--- src/rtl/muldiv_unit.sv ---
// muldiv_unit: iterative radix-2 MULT/MULTU/DIV/DIVU unit owning the architectural HI/LO pair.
// Build option: define MULDIV_DIV_EN to include the restoring divider; otherwise DIV/DIVU report err.
module muldiv_unit #(
    parameter int unsigned WIDTH = 32
) (
    input  logic             clk,
    input  logic             reset,
    input  logic             start,
    input  logic [5:0]       funct,
    input  logic [WIDTH-1:0] op_a,
    input  logic [WIDTH-1:0] op_b,
    input  logic             mt_we,
    input  logic             mt_sel,
    input  logic [WIDTH-1:0] mt_data,
    output logic             busy,
    output logic             done,
    output logic             err,
    output logic             div_zero,
    output logic             overflow,
    output logic [WIDTH-1:0] hi,
    output logic [WIDTH-1:0] lo
);

    localparam int unsigned AccW = 2 * WIDTH;
    localparam int unsigned CntW = 6;

    localparam logic [5:0] FnMult  = 6'b011000;
    localparam logic [5:0] FnMultu = 6'b011001;
    localparam logic [5:0] FnDiv   = 6'b011010;
    localparam logic [5:0] FnDivu  = 6'b011011;

    localparam logic [WIDTH-1:0] MinNeg = {1'b1, {(WIDTH-1){1'b0}}};

`ifdef MULDIV_DIV_EN
    localparam bit DivEn = 1'b1;
`else
    localparam bit DivEn = 1'b0;
`endif

    typedef enum logic [1:0] {
        S_IDLE,
        S_CALC,
        S_FIX
    } state_e;

    state_e            state_q;
    logic [CntW-1:0]   cnt_q;
    logic [AccW-1:0]   acc_q;
    logic [AccW-1:0]   acc_d;
    logic [WIDTH-1:0]  opd_q;
    logic              is_div_q;
    logic              neg_res_q;
    logic              neg_rem_q;
    logic              ovf_q;
    logic              pend_err_q;
    logic              pend_dz_q;
    logic              busy_q;
    logic              done_q;
    logic              err_q;
    logic              div_zero_q;
    logic              overflow_q;
    logic [WIDTH-1:0]  hi_q;
    logic [WIDTH-1:0]  lo_q;

    // Request decode and operand magnitudes for the accept edge
    logic              is_mul;
    logic              is_div;
    logic              is_signed;
    logic              a_neg;
    logic              b_neg;
    logic [WIDTH-1:0]  a_mag;
    logic [WIDTH-1:0]  b_mag;

    always_comb begin
        is_mul    = (funct == FnMult) || (funct == FnMultu);
        is_div    = DivEn && ((funct == FnDiv) || (funct == FnDivu));
        is_signed = (funct == FnMult) || (funct == FnDiv);
        a_neg     = is_signed && op_a[WIDTH-1];
        b_neg     = is_signed && op_b[WIDTH-1];
        a_mag     = a_neg ? -op_a : op_a;
        b_mag     = b_neg ? -op_b : op_b;
    end

    // One radix-2 step: shift-add multiply or restoring divide, sharing acc_q
    logic [WIDTH:0] sum;
`ifdef MULDIV_DIV_EN
    logic [WIDTH:0] rem_sh;
    logic [WIDTH:0] diff;
`endif

    always_comb begin
        acc_d = acc_q;
        sum   = '0;
`ifdef MULDIV_DIV_EN
        rem_sh = '0;
        diff   = '0;
`endif
        if (is_div_q) begin
`ifdef MULDIV_DIV_EN
            rem_sh = {acc_q[AccW-1:WIDTH], acc_q[WIDTH-1]};
            diff   = rem_sh - {1'b0, opd_q};
            if (diff[WIDTH]) begin
                acc_d = {rem_sh[WIDTH-1:0], acc_q[WIDTH-2:0], 1'b0};
            end else begin
                acc_d = {diff[WIDTH-1:0], acc_q[WIDTH-2:0], 1'b1};
            end
`endif
        end else begin
            sum   = {1'b0, acc_q[AccW-1:WIDTH]} + (acc_q[0] ? {1'b0, opd_q} : '0);
            acc_d = {sum, acc_q[WIDTH-1:1]};
        end
    end

    // Sign fix-up applied at the FIX edge
    logic [AccW-1:0]  prod_v;
    logic [WIDTH-1:0] quo_v;
    logic [WIDTH-1:0] rem_v;

    always_comb begin
        prod_v = neg_res_q ? -acc_q : acc_q;
        quo_v  = neg_res_q ? -acc_q[WIDTH-1:0] : acc_q[WIDTH-1:0];
        rem_v  = neg_rem_q ? -acc_q[AccW-1:WIDTH] : acc_q[AccW-1:WIDTH];
    end

    always_ff @(posedge clk) begin
        if (reset) begin
            state_q    <= S_IDLE;
            cnt_q      <= '0;
            acc_q      <= '0;
            opd_q      <= '0;
            is_div_q   <= 1'b0;
            neg_res_q  <= 1'b0;
            neg_rem_q  <= 1'b0;
            ovf_q      <= 1'b0;
            pend_err_q <= 1'b0;
            pend_dz_q  <= 1'b0;
            busy_q     <= 1'b0;
            done_q     <= 1'b0;
            err_q      <= 1'b0;
            div_zero_q <= 1'b0;
            overflow_q <= 1'b0;
            hi_q       <= '0;
            lo_q       <= '0;
        end else begin
            done_q     <= 1'b0;
            err_q      <= 1'b0;
            div_zero_q <= 1'b0;
            overflow_q <= 1'b0;
            pend_err_q <= 1'b0;
            pend_dz_q  <= 1'b0;

            // Rejected requests complete one edge after acceptance
            if (pend_err_q || pend_dz_q) begin
                done_q     <= 1'b1;
                err_q      <= pend_err_q;
                div_zero_q <= pend_dz_q;
            end

            case (state_q)
                S_IDLE: begin
                    if (start) begin
                        if (!is_mul && !is_div) begin
                            pend_err_q <= 1'b1;
                        end else if (is_div && (op_b == '0)) begin
                            pend_dz_q <= 1'b1;
                        end else begin
                            state_q   <= S_CALC;
                            busy_q    <= 1'b1;
                            cnt_q     <= '0;
                            is_div_q  <= is_div;
                            opd_q     <= is_div ? b_mag : a_mag;
                            acc_q     <= {WIDTH'(0), (is_div ? a_mag : b_mag)};
                            neg_res_q <= a_neg ^ b_neg;
                            neg_rem_q <= a_neg;
                            ovf_q     <= is_div && is_signed && (op_a == MinNeg) && (op_b == '1);
                        end
                    end else if (mt_we) begin
                        if (mt_sel) begin
                            hi_q <= mt_data;
                        end else begin
                            lo_q <= mt_data;
                        end
                    end
                end
                S_CALC: begin
                    acc_q <= acc_d;
                    cnt_q <= cnt_q + CntW'(1);
                    if (cnt_q == CntW'(WIDTH - 1)) begin
                        state_q <= S_FIX;
                    end
                end
                S_FIX: begin
                    if (is_div_q) begin
                        hi_q <= rem_v;
                        lo_q <= quo_v;
                    end else begin
                        hi_q <= prod_v[AccW-1:WIDTH];
                        lo_q <= prod_v[WIDTH-1:0];
                    end
                    done_q     <= 1'b1;
                    overflow_q <= ovf_q;
                    busy_q     <= 1'b0;
                    state_q    <= S_IDLE;
                end
                default: begin
                    state_q <= S_IDLE;
                    busy_q  <= 1'b0;
                end
            endcase
        end
    end

    assign busy     = busy_q;
    assign done     = done_q;
    assign err      = err_q;
    assign div_zero = div_zero_q;
    assign overflow = overflow_q;
    assign hi       = hi_q;
    assign lo       = lo_q;

endmodule
--- config.mk ---
export PLATFORM = sky130hd
export DESIGN_NAME = muldiv_unit
export DESIGN_NICKNAME = d
export VERILOG_FILES = /design/src/rtl/muldiv_unit.sv
export SDC_FILE = /design/constraint.sdc
export NUM_CORES = 1
export LEC_CHECK = 0
export ABC_AREA = 1
export BUFFER_PORTS_ARGS = -buffer_cell sky130_fd_sc_hd__buf_4
export CORE_ASPECT_RATIO = 0.7
export CORE_MARGIN = 3
export CORE_UTILIZATION = 35
export DETAILED_ROUTE_END_ITERATION = 12
export GPL_TIMING_DRIVEN = 0
export SLEW_MARGIN = 30
export SYNTH_ARGS = -nofsm -noshare
export SYNTH_HDL_FRONTEND = slang
export SYNTH_SLANG_ARGS = --single-unit
--- constraint.sdc ---
create_clock -name clk -period 3.3 [get_ports clk]
set_input_delay 0.165 -clock clk [delete_from_list [all_inputs] [get_ports clk]]
set_output_delay 0.165 -clock clk [all_outputs]
set_load 0.01 [all_outputs]
== Word level (Yosys, flattened, before mapping) ==
Cells that the tools add are included.
Storage, ports and cells
  output and inout port bits: 69
  word-level logic and storage cells: 77
  register bits after elaboration: 173
  bits of input ports: 107
Cells by class
  eq/ne operators: 13
  multiplexer cells: 28
  add/sub/neg operators: 5
  bitwise logic cells: 5
  reductions and logical operators: 15
Operators with widths (count)
  $mux W32: 9
  $mux W64: 3
  $pmux W32 S2: 2
  $pmux W64 S2: 1
  $neg A32 Y32: 2
  $neg A64 Y64: 1
  $add A32 B32 Y33: 1
  $eq A6 B5 Y1 const B: 4
  $ne A2 B2 Y1 const B: 7
  $mux W6: 2
  $pmux W6 S2: 1
  $reduce_and A3 Y1: 4
  $reduce_and A4 Y1: 2
  $add A6 B1 Y6 const B: 1
  $mux W2: 3
  $mux W1: 5
  $not A1 Y1: 4
  $pmux W2 S2: 1
  $reduce_bool A2 Y1: 2
  $reduce_or A3 Y1: 1
  $eq A2 B1 Y1 const B: 1
  $eq A2 B2 Y1 const B: 1
  $logic_and A1 B1 Y1: 2
  $logic_not A2 Y1: 1
  other kinds (4): 5

== Longest topological paths before layout ==
  depth in word-level cells: 7
  gate-level depth with buffers: 17
  depth with buffers taken out: 15

== Least setup slack after synthesis ==
No wires, ideal clock.
  path kind: register to register
  start: register acc_q[0]
  end: register acc_q[59]
  arrival time: 2.117 ns
  cell stages (with the launch flop): 18
  slack: 1.050 ns
  period minus slack after synthesis: 2.250 ns
  path buffers: 2
  library setup time: 0.132 ns
  data required time: 3.168 ns
  cell sequence: dfxtp_1 -> buf_6 -> clkbuf_1 -> nand2_1 -> inv_1 -> ha_1 -> inv_1 -> fa_1 -> inv_1 -> nand3_1 -> nand3_1 -> nand2_1 -> nand3_1 -> nand3_1 -> nand2_1 -> nand2_1 -> nand3_1 -> a21oi_1
On the way
  longest elaborated chain between the ends: 3
Ends and longest elaborated chain
  from (decl): line 48  | logic [AccW-1:0] acc_q;
  from (signal assigned): line 172  | acc_q <= {WIDTH'(0), (is_div ? a_mag : b_mag)};
  $mux W32: line 109  | sum = {1'b0, acc_q[AccW-1:WIDTH]} + (acc_q[0] ? {1'b0, opd_q} : '0);
  $add A32 B32 Y33: line 109
  $pmux W64 S2: line 159  | case (state_q)
Every way passes these cells.
A chain may end at the register's enable or synchronous reset.

== Final worst setup path ==
  start: register acc_q[0]
  end: register acc_q[60]
The elaborated chain is that of the path after synthesis.

==> flow_summary.yaml <==
setup_path:
  r2r-start: "acc_q[0]"
  timing.rr.end: "acc_q[60]"
  cp_cell_sequence: "buf_6 -> clkbuf_1 -> nand2_1 -> inv_1 -> ha_1 -> nand2_1 -> nor2_1 -> and2_1 -> nand2_1 -> nand2_1 -> nand2_1 -> nand2_1 -> nand2_1 -> nand3_1 -> a21oi_1"
  start_kind: "flip-flop"
  required_ns: 3.61
  critPathMostFrequentCell: "nand2_1"
  startpoint: "acc_q[0]"
  reg2reg_slack_ns: 0.39
  worstSetupPathType: "flip-flop to flip-flop"
  r2r_cells: 15
  cp.arrival_ns: 3.22
  path_max_fanout: 17
  end_kind: "flip-flop"
  slowest_delay_ns: 0.33
  crit_slowest_cell: "dfxtp_1"
run_status:
  outcome: "completed"
yosys:
  ys_types: 51
  yosysWarnings: 0
  synth_ff_type: "dfxtp_1"
  async_flop_share_pct: 0
  synthTopCellsByArea: "dfxtp_1 (25%), nand2_1 (19%), inv_1 (8.3%)"
  synth_top_cell_area_share_pct: 25.3
  synth_edf_count: 0
  synth.avg_cell_area_sq_um: 5.74
  synth_common_cells: "nand2_1 (690), inv_1 (305), nor2_1 (264)"
  yosysMostFrequentCell: "nand2_1"
  synth-seq-area-share_pct: 25.3
  synth.cell_area_sq_um: 13700
  synthCells: 2390
  yosys_register_bits: 173
  synth_top_area_cell: "dfxtp_1"
floorplan:
  start_util_pct: 36.2
  core_area_sq_um: 37900
  die-area_sq_um: 41600
  std_cell_rows: 59
  ioPinCount: 176
  die_y_um: 172
  die_w_um: 243
cells_and_area:
  syn2layout_area_growth_pct: 19.0
  nFillCells: 4182
  layout.nets: 2732
  stdcell_count: 3118
  seqCellArea_sq_um: 3460
  diodes: 0
  multi_input_area_sq_um: 8630
  drive_gt1_share_pct: 11.7
timing:
  slew_violations: 0
  fin_crit_ns: 2.91
  tightest_slew_ns: 1.10
  slew_headroom_pct: 25.7
  hold_viol_final: 0
  max_freq_mhz: 344
  fin_skew_ns: 0.0153
  rsz0062_at_grt: "false"
  fin_crit_sh_pct: 88.2
  setup_viol: 0
  setup_tns_ns: 0
placed_design:
  routabilityCongestion: 1.02
  placed_cells: 3082
  dpl.hpwl_mm: 56.3
  portBuffers: 173
clock_tree:
  cts_resized: 0
  tritoncts: "yes"
  path_clk_slew_ns: 0.07
  clk_latency_ns: 0.46
  postCtsSetupBuffers: 0
  cts.sinks: 173
  root_buffer: "clkbuf_16"
  cts_buffer_depth: 2
  numCtsBuffers: 17
  htree_num_levels: 4
routing:
  vias: 17082
  first_pass_iters: 7
  drt_iter0_drc: 2218
  wl_per_cell_um: 21.9
  routed_wl_mm: 68.1
  drc: 0
  vias_per_cell: 5.48
  ant_nets: 0
run:
  drv_cap: 0
min_path:
  hold_end: "opd_q[1]"
  min_path_cells: 3
  worstHoldStart: "op_a[1]"
  hold_path.class: "input port to flip-flop"
global_routing:
  gr-usage-all-layers_pct: 31.7
  grt_max_degree: 19
  grt_first_pass_wirelength_mm: 97.8
  antenna_found_initial: 1
  grt_pass1_vias: 14787
  overflow: 0
pwr:
  powerDensity_nw_per_um2: 309
  p_leak_nw: 8.41
  ir_worst_vdd_uv: 353
area by class of cell:
cell class | instances | area share (%)
multi-input combinational | 1809 | 52.9
sequential | 173 | 21.2
timing repair buffer | 179 | 8.33
inverter | 319 | 7.35
tap | 518 | 3.97
clock buffer | 17 | 2.61
buffer | 89 | 2.59
clock inverter | 14 | 1.03
placed cells by master, fill, tap and decap left out, types with 6 or more instances in the layout:
cell type	n
buf_4	180
nand3_1	212
clkbuf_16	17
o21ai_0	156
inv_1	305
o21ai_1	29
nand2_1	690
o21bai_1	6
or2_2	12
ha_1	36
dlygate4sd3_1	6
xor2_1	16
o211ai_1	8
nor3_1	20
buf_2	26
nand4_1	34
nor2_4	7
a21oi_1	227
buf_1	10
dfxtp_1	173
nor2_2	9
inv_2	12
nor2_1	264
clkbuf_1	42
nand3b_1	19
logic make-up (layout without fill, tap and decap cells):
family	after synthesis	after routing	share of synthesized area, %
AND/OR/NAND/NOR	1290	1290	40.1
AO/OA/AOI/OAI	459	459	18.0
buffers and inverters	409	618	11.8
flip-flops	173	173	25.3
adder cells (fa/ha/maj)	37	37	3.43
XOR/XNOR	21	21	1.34
other	1	2	0.0273
sequential cells by signal (all words and copies together), names as in the netlist:
name	flops
pend_err_q	1
busy	1
err	1
state_q	2
done	1
hi	32
opd_q	32
lo	32
neg_res_q	1
cnt_q	6
acc_q	64
worst max path at each step:
stage | cells past startpoint | endpoint | slack [ns]
2_1_floorplan | 17 | acc_q[59] | 1.05
3_3_place_gp | 17 | acc_q[59] | 0.38
3_5_place_dp | 17 | acc_q[59] | 0.34
4_1_cts | 16 | acc_q[51] | 0.32
5_1_grt | 15 | acc_q[60] | 0.25
6_report | 15 | acc_q[60] | 0.39
power breakdown:
group,internal (mW),leakage (nW),switching (mW)
clock network,1.08,0.294,1.04
registers,2.14,1.40,0.0530
logic,0.271,6.72,0.458
total,3.50,8.41,1.55
through the flow:
step | utilization [%] | hold slack [ns] | power [mW] | cell area, sq um | setup WS, ns
6_report | 43.1 | 0.0134 | 5.04 | 16300 | 0.389
3_5_place_dp | 41.4 | 0.421 | 2.95 | 15700 | 0.341
5_1_grt | 43.1 | 0.0163 | 5.20 | 16300 | 0.247
4_1_cts | 43.1 | 0.000781 | 5.03 | 16300 | 0.323
2_1_floorplan | - | 0.303 | 2.56 | 13700 | 1.05
3_3_place_gp | 41.4 | 0.435 | 2.95 | 15700 | 0.385
per-layer routing:
metal | GRT usage [%] | vias up | part of all wire (%)
met5 | 0 | - | 0.018
met4 | 6.80 | 2 | 1.9
met3 | 10.2 | 67 | 13
met2 | 40.3 | 992 | 36
met1 | 50.0 | 7922 | 49
li1 | - | 8099 | -
critical path, delay by kind of cell, from the launching register on:
| family | cells | cell delay (ns) |
|---|---|---|
| AOI/OAI and AO/OA | 1 | 0.08 |
| adders and majority gates | 1 | 0.24 |
| buffers and inverters | 3 | 0.68 |
| DFF | 1 | 0.33 |
| and+or+nand+nor | 10 | 1.42 |
repair_timing:
item | in CTS | in global routing
setup endpoints to repair | 0 | 2
hold buffers | 6 | 0
hold endpoints to repair | 6 | 0
Note: power is estimated with default switching activity, not from simulation.
